[src/rtl/onehot_decoder.sv]
// Registered binary-to-one-hot decoder behind a two-entry (output + skid)
// valid/ready buffer, with a saturating count of out-of-range indices.
module onehot_decoder #(
  parameter int WIDTH     = 8,
  parameter int IDX_WIDTH = $clog2(WIDTH)
) (
  input  logic                 i_clk,
  input  logic                 i_rst_n,
  input  logic                 i_valid,
  output logic                 o_ready,
  input  logic [IDX_WIDTH-1:0] i_idx,
  input  logic                 i_en,
  output logic                 o_valid,
  input  logic                 i_ready,
  output logic [WIDTH-1:0]     o_onehot,
  output logic                 o_err,
  output logic [7:0]           o_err_cnt
);

  typedef enum logic [1:0] {EMPTY, ONE, TWO} state_t;

  state_t           state, state_n;
  logic             ready_q;
  logic [WIDTH-1:0] out_q, skid_q, dec;
  logic             out_err_q, skid_err_q, dec_err;
  logic [7:0]       err_cnt_q;
  logic [31:0]      idx_ext;
  logic             accept, deliver;
  logic             load_out, load_skid, shift, clear_out;

  // Compare in 32 bits so non-power-of-two WIDTH sees the full index range.
  assign idx_ext = 32'(i_idx);

  always_comb begin
    dec = '0;
    for (int b = 0; b < WIDTH; b++) dec[b] = i_en && (idx_ext == 32'(b));
    dec_err = (idx_ext >= 32'(WIDTH));
  end

  assign accept  = i_valid && ready_q;
  assign deliver = (state != EMPTY) && i_ready;

  always_comb begin
    state_n   = state;
    load_out  = 1'b0;
    load_skid = 1'b0;
    shift     = 1'b0;
    clear_out = 1'b0;
    case (state)
      EMPTY: if (accept) begin
        state_n  = ONE;
        load_out = 1'b1;
      end
      ONE: begin
        if (accept && deliver) begin
          load_out = 1'b1;
        end else if (accept) begin
          state_n   = TWO;
          load_skid = 1'b1;
        end else if (deliver) begin
          state_n   = EMPTY;
          clear_out = 1'b1;
        end
      end
      TWO: if (deliver) begin
        state_n = ONE;
        shift   = 1'b1;
      end
      default: state_n = EMPTY;
    endcase
  end

  // ready is registered from next state so it never sees i_valid/i_ready combinationally.
  always_ff @(posedge i_clk or negedge i_rst_n) begin
    if (!i_rst_n) begin
      state   <= EMPTY;
      ready_q <= 1'b0;
    end else begin
      state   <= state_n;
      ready_q <= (state_n != TWO);
    end
  end

  always_ff @(posedge i_clk or negedge i_rst_n) begin
    if (!i_rst_n) begin
      out_q      <= '0;
      out_err_q  <= 1'b0;
      skid_q     <= '0;
      skid_err_q <= 1'b0;
    end else begin
      if (load_out) begin
        out_q     <= dec;
        out_err_q <= dec_err;
      end else if (shift) begin
        out_q     <= skid_q;
        out_err_q <= skid_err_q;
      end else if (clear_out) begin
        out_q     <= '0;
        out_err_q <= 1'b0;
      end
      if (load_skid) begin
        skid_q     <= dec;
        skid_err_q <= dec_err;
      end else if (shift) begin
        skid_q     <= '0;
        skid_err_q <= 1'b0;
      end
    end
  end

  always_ff @(posedge i_clk or negedge i_rst_n) begin
    if (!i_rst_n)                                   err_cnt_q <= '0;
    else if (accept && dec_err && err_cnt_q != 8'hFF) err_cnt_q <= err_cnt_q + 8'd1;
  end

  assign o_ready   = ready_q;
  assign o_valid   = (state != EMPTY);
  assign o_onehot  = out_q;
  assign o_err     = out_err_q;
  assign o_err_cnt = err_cnt_q;

endmodule

[config.mk]
export PLATFORM = sky130hd
export DESIGN_NAME = onehot_decoder
export DESIGN_NICKNAME = d
export VERILOG_FILES = /design/src/rtl/onehot_decoder.sv
export SDC_FILE = /design/constraint.sdc
export NUM_CORES = 1
export LEC_CHECK = 0
export BUFFER_PORTS_ARGS = -buffer_cell sky130_fd_sc_hd__buf_2
export CORE_UTILIZATION = 40
export CTS_CLUSTER_DIAMETER = 100
export DETAILED_ROUTE_END_ITERATION = 8
export PLACE_DENSITY = 0.65
export SLEW_MARGIN = 25
export SYNTH_ARGS = -nofsm -noshare
export SYNTH_HDL_FRONTEND = slang
export SYNTH_SLANG_ARGS = --single-unit
[constraint.sdc]
create_clock -name i_clk -period 2.9 [get_ports i_clk]
set_clock_uncertainty 0.1 [all_clocks]
set_input_delay 0.58 -clock i_clk [delete_from_list [all_inputs] [get_ports i_clk]]
set_output_delay 0.58 -clock i_clk [all_outputs]
set_load 0.01 [all_outputs]
**Yosys cells after proc, flatten, opt, wreduce, memory -nomap -nowiden**

Cells that the tools add are included.
W data, S select, Z words.

- RAM bits: 0
- Bits in read-only memories: 0
- Flip-flop bits (word level): 29
- Latch bits: 0
- Memories: 0
- Output and inout port bits: 19
- Word-level logic and storage cells: 64
- Bits of input ports: 8

- Shifts and indexed selects: 0
- Multiply operators: 0
- $lt $le $gt $ge: 1
- Mux-type cells: 26
- Add/subtract/negate cells: 1
- Reduce and logical (&&, ||, !) cells: 18
- Equality and inequality tests: 11
- Divide/modulo/power cells: 0
- Bitwise operators: 0

Operators by type and width:

| operator | number |
|---|---|
| $mux W8 | 5 |
| $logic_not A32 Y1 | 1 |
| $mux W1 | 14 |
| $logic_and A1 B1 Y1 | 13 |
| $eq A3 B3 Y1 const B | 4 |
| $mux W2 | 5 |
| $add A8 B1 Y8 const B | 1 |
| $ne A8 B8 Y1 const B | 1 |
| $eq A3 B2 Y1 const B | 2 |
| $pmux W2 S3 | 1 |
| $ge A3 B4 Y1 const B | 1 |
| $reduce_bool A2 Y1 | 2 |
| $eq A3 B1 Y1 const B | 1 |
| $reduce_bool A3 Y1 | 1 |
| $eq A2 B1 Y1 const B | 1 |
| $eq A2 B2 Y1 const B | 1 |
| $logic_not A2 Y1 | 1 |
| $ne A2 B2 Y1 const B | 1 |
| $pmux W1 S2 | 1 |

**Longest topological paths before layout**

- Word-level depth: 9
- Depth in mapped cells: 5
- Mapped depth without buffers: 3

**Worst setup path before layout**

OpenSTA, ideal clock, no wires.

- Kind: input to register
- Start: in i_ready
- End: reg out_q[0], in the netlist o_onehot[0]
- Data required time: 2721 ps
- Library setup time: 79 ps
- Path slack: 1190 ps
- Data arrival time: 1531 ps
- Stages: 5
- Path buffers: 2
- Cells stage by stage: buf_2 > nor2b_1 > clkbuf_1 > or4_1 > a2bb2oi_1

- Word-level cells in the longest chain between the ends: 6
- Elaborated cells on any way between the ends: 12
- Those cells by class: 9 x mux; 3 x reduce/logical

Ends and longest elaborated chain:

| element | line | source |
|---|---|---|
| start: declaration | 14 | `input logic i_ready,` |
| $logic_and A1 B1 Y1 (*) | 41 | `assign deliver = (state != EMPTY) && i_ready;` |
| $mux W1 | 60, 65 |  |
| $mux W1 | 57 | `end else if (accept) begin` |
| $mux W1 | 55 | `if (accept && deliver) begin` |
| $mux W1 | 49 | `case (state)` |
| $reduce_bool A3 Y1 (no source line) | -- |  |
| end signal: assignment | 95 | `out_q <= skid_q;` |
| end: declaration | 24 | `logic [WIDTH-1:0] out_q, skid_q, dec;` |

Every way passes the cells marked *; elsewhere a longest branch is shown, timed or not.
A chain may end at the register's enable or synchronous reset.

**Worst setup path in the final report**

- Start: reg state[0]
- End: out o_valid

- Word-level cells in the longest chain between the ends: 1

Ends and longest elaborated chain:

| element | line | source |
|---|---|---|
| start: declaration | 22 | `state_t state, state_n;` |
| start signal: assignment | 79 | `state <= state_n;` |
| $reduce_bool A2 Y1 | 117 | `assign o_valid = (state != EMPTY);` |
| end: declaration | 13 | `output logic o_valid,` |

Every way passes these cells.

==> qor.csv <==
stage,metric,value,unit
global_route,GRT Overall Usage,17.4,%
detailed_routing,DRC,0,
timing,Tcrit/Tclk final,69.8,%
floorplanning,die area,2900,um^2
logic_synthesis,"EDFF count, synth",0,
timing,final hold violation count,0,
clocking,Clock Tree Root,clkbuf_4,
timing,# setup viols final,0,
power,total power,0.942,mW
timing,Tmin final,2.02,ns
layout,Final Cell Area,1140,um^2
critical_path,CP required,2.22,ns
detailed_routing,met1 wire length,1.02,mm
place,final RePlAce weighted congestion,0.787,
timing,Max-Slew Margin vs Limit,64.8,%
layout,FILL cells,234,
power,Int Power,0.590,mW
clocking,CTS tree,done,
power,clock share of power,14.0,%
floorplanning,Row Count,18,
critical_path,worst setup path startpoint,state[0],
clocking,H-Tree Depth,1,
timing,RSZ-0062 raised after global routing,no,
detailed_routing,DR pass1 iterations,4,
layout,Area growth syn-to-layout,6.40,%
power,maximum VDD drop,0.000406,V
logic_synthesis,synthesized flop and latch total,19,
critical_path,RR Startpoint,state[0],
logic_synthesis,ys async rst share,100,%
timing,Max Slew Vio Count,0,
worst_hold_path,worst hold-check path type,in -> async,
floorplanning,Die H,53.8,um
clocking,clk sinks,19,
floorplanning,io pins,27,
power,Net Sw Frac,37.4,%
power,P per Cell Area,823,nW/um^2
layout,"commonest non-fill, non-tap cells in the layout","dfrtp_1, buf_2, conb_1",
critical_path,Critical Path Source Type,flop,
logic_synthesis,Syn Inst Count,100,
power,combinational power share,41.0,%
clocking,setup bufs post-CTS,0,
logic_synthesis,"Cell Area, Synth",1070,um^2
detailed_routing,vias post-DR,838,
timing,FMAX,0.494,GHz
place,PortBufs,17,
run,Max-Cap Viols,0,
logic_synthesis,yosys warns,0,
place,"Cell Area, Placed",1120,um^2
detailed_routing,DRT iter0 DRCs,26,
detailed_routing,metal3 WL,133,um
logic_synthesis,Post-Syn Area per Cell,10.7,um^2
layout,"commonest non-fill, non-tap cell in the layout",dfrtp_1,
floorplanning,Die W,53.8,um
clocking,clock buffer depth,2,
power,Sequential Power Share,45.0,%
layout,Final #Nets,122,
detailed_routing,antenna-violating nets left,0,
detailed_routing,metal2 WL,972,um
power,LEAKAGE,0.496,nW
detailed_routing,WL per Instance,15.1,um
logic_synthesis,Unique masters post-synth,24,
detailed_routing,top routing layer used,met4,
critical_path,Worst setup EP type,output pin,
critical_path,Setup CP Type,reg -> out,
critical_path,crit-path max FO,16,
clocking,CTS Buf Count,3,
critical_path,critical path arrival,1.34,ns
layout,n_diodes,0,
timing,Worst Tran Pin Value,0.527,ns
detailed_routing,Vias per Instance,5.86,
clocking,Post-CTS Resized,0,
timing,Setup TNS,0,ns
run_status,status,"finished, final reports clean",
global_route,first-pass GRT wire length,3.62,mm
logic_synthesis,"Top FF cell, synth",dfrtp_1,
logic_synthesis,post-synthesis sequential area ratio,44.2,%
clocking,"Reg clk slew, reported paths",0.10,ns
clocking,Clock Latency Late Sink,0.30,ns
clocking,CTS Hold Buffers Added,0,
floorplanning,Starting Density,43.0,%
global_route,GR Overflow Total,0,
floorplanning,core footprint,2500,um^2
global_route,initial antenna violation count,0,
global_route,pin count of the biggest net entering global routing,20,
place,dpl hpwl,1.52,mm
power,sw power,0.352,mW
detailed_routing,Routed WL,2.16,mm
global_route,number of global-route vias before repair,775,
layout,share of cells above drive strength 1,21.2,%
## metrics by stage
step	instances	setup WS, ns	hold slack (ns)	util (%)
floorplan	108	1.19	0.184	-
global placement	139	1.01	0.384	44.7
detailed placement	139	0.922	0.392	44.7
CTS	143	0.870	0.103	45.7
global route	143	0.746	0.123	45.7
finish	143	0.876	0.0954	45.7
## critical path, cell delays in order (launching register included)
cell	delay [ns]
dfrtp_1	0.55
or2_2	0.35
buf_2	0.14
## power groups by stage
stage          Sequential [mW]  Clock, mW  Combinational (mW)
2_1_floorplan            0.431          0               0.279
3_3_place_gp             0.424          0               0.381
3_5_place_dp             0.427          0               0.385
4_1_cts                  0.423      0.139               0.386
5_1_grt                  0.437      0.146               0.429
6_report                 0.424      0.132               0.386
## Yosys cell counts, types with 2 or more instances
library cell,instances,area (um^2)
dfrtp_1,19,475
buf_4,9,67.6
a2bb2oi_1,8,70.1
a31o_1,8,70.1
nor4_1,8,50.1
o311ai_0,8,70.1
or4_1,8,60.1
nand2_1,5,18.8
clkbuf_1,4,15.0
nand2b_1,4,25.0
or2_2,3,18.8
buf_6,2,22.5
mux2i_1,2,20.0
nand3b_1,2,15.0
## cell families (layout without fill, tap and decap cells)
kind of cell           Yosys count  after routing  share of synthesized area [%]
other                            1              9                          0.349
DFF                             19             19                           44.2
and+or+nand+nor                 36             36                           22.6
muxes                            2              2                           1.86
buffers and inverters           16             21                           10.2
AOI/OAI and AO/OA               26             26                           20.7
## final timing paths
kind / end / slack, ns / cells past startpoint
min in group i_clk: skid_q[7] / 0.41 / 1
min reg2reg: skid_q[7] / 0.41 / 1
min: o_onehot[2] / 0.1 / 1
max: o_valid / 0.88 / 2
max reg2reg: skid_q[5] / 0.94 / 3
max in group asynchronous: o_onehot[1] / 2.32 / 1
## routing by layer
metal / GRT usage [%] / up-vias
met4: 7.89 / 0
met3: 2.26 / 5
li1: - / 406
met5: 0 / -
met2: 24.3 / 37
met1: 26.2 / 390
## registers in the layout (all words and copies together), names as in the netlist
register and cells:
o_ready 1, o_onehot 8, state 2, skid_q 8
## cell type report
| type | count | area [um^2] | area share [%] |
|---|---|---|---|
| multi-input cells | 73 | 519 | 45.4 |
| repair buffers | 17 | 85.1 | 7.44 |
| clock buffers | 4 | 26.3 | 2.30 |
| well taps | 30 | 37.5 | 3.28 |
| flip-flops and latches | 19 | 475 | 41.6 |
Note: power is estimated with default switching activity, not from simulation.
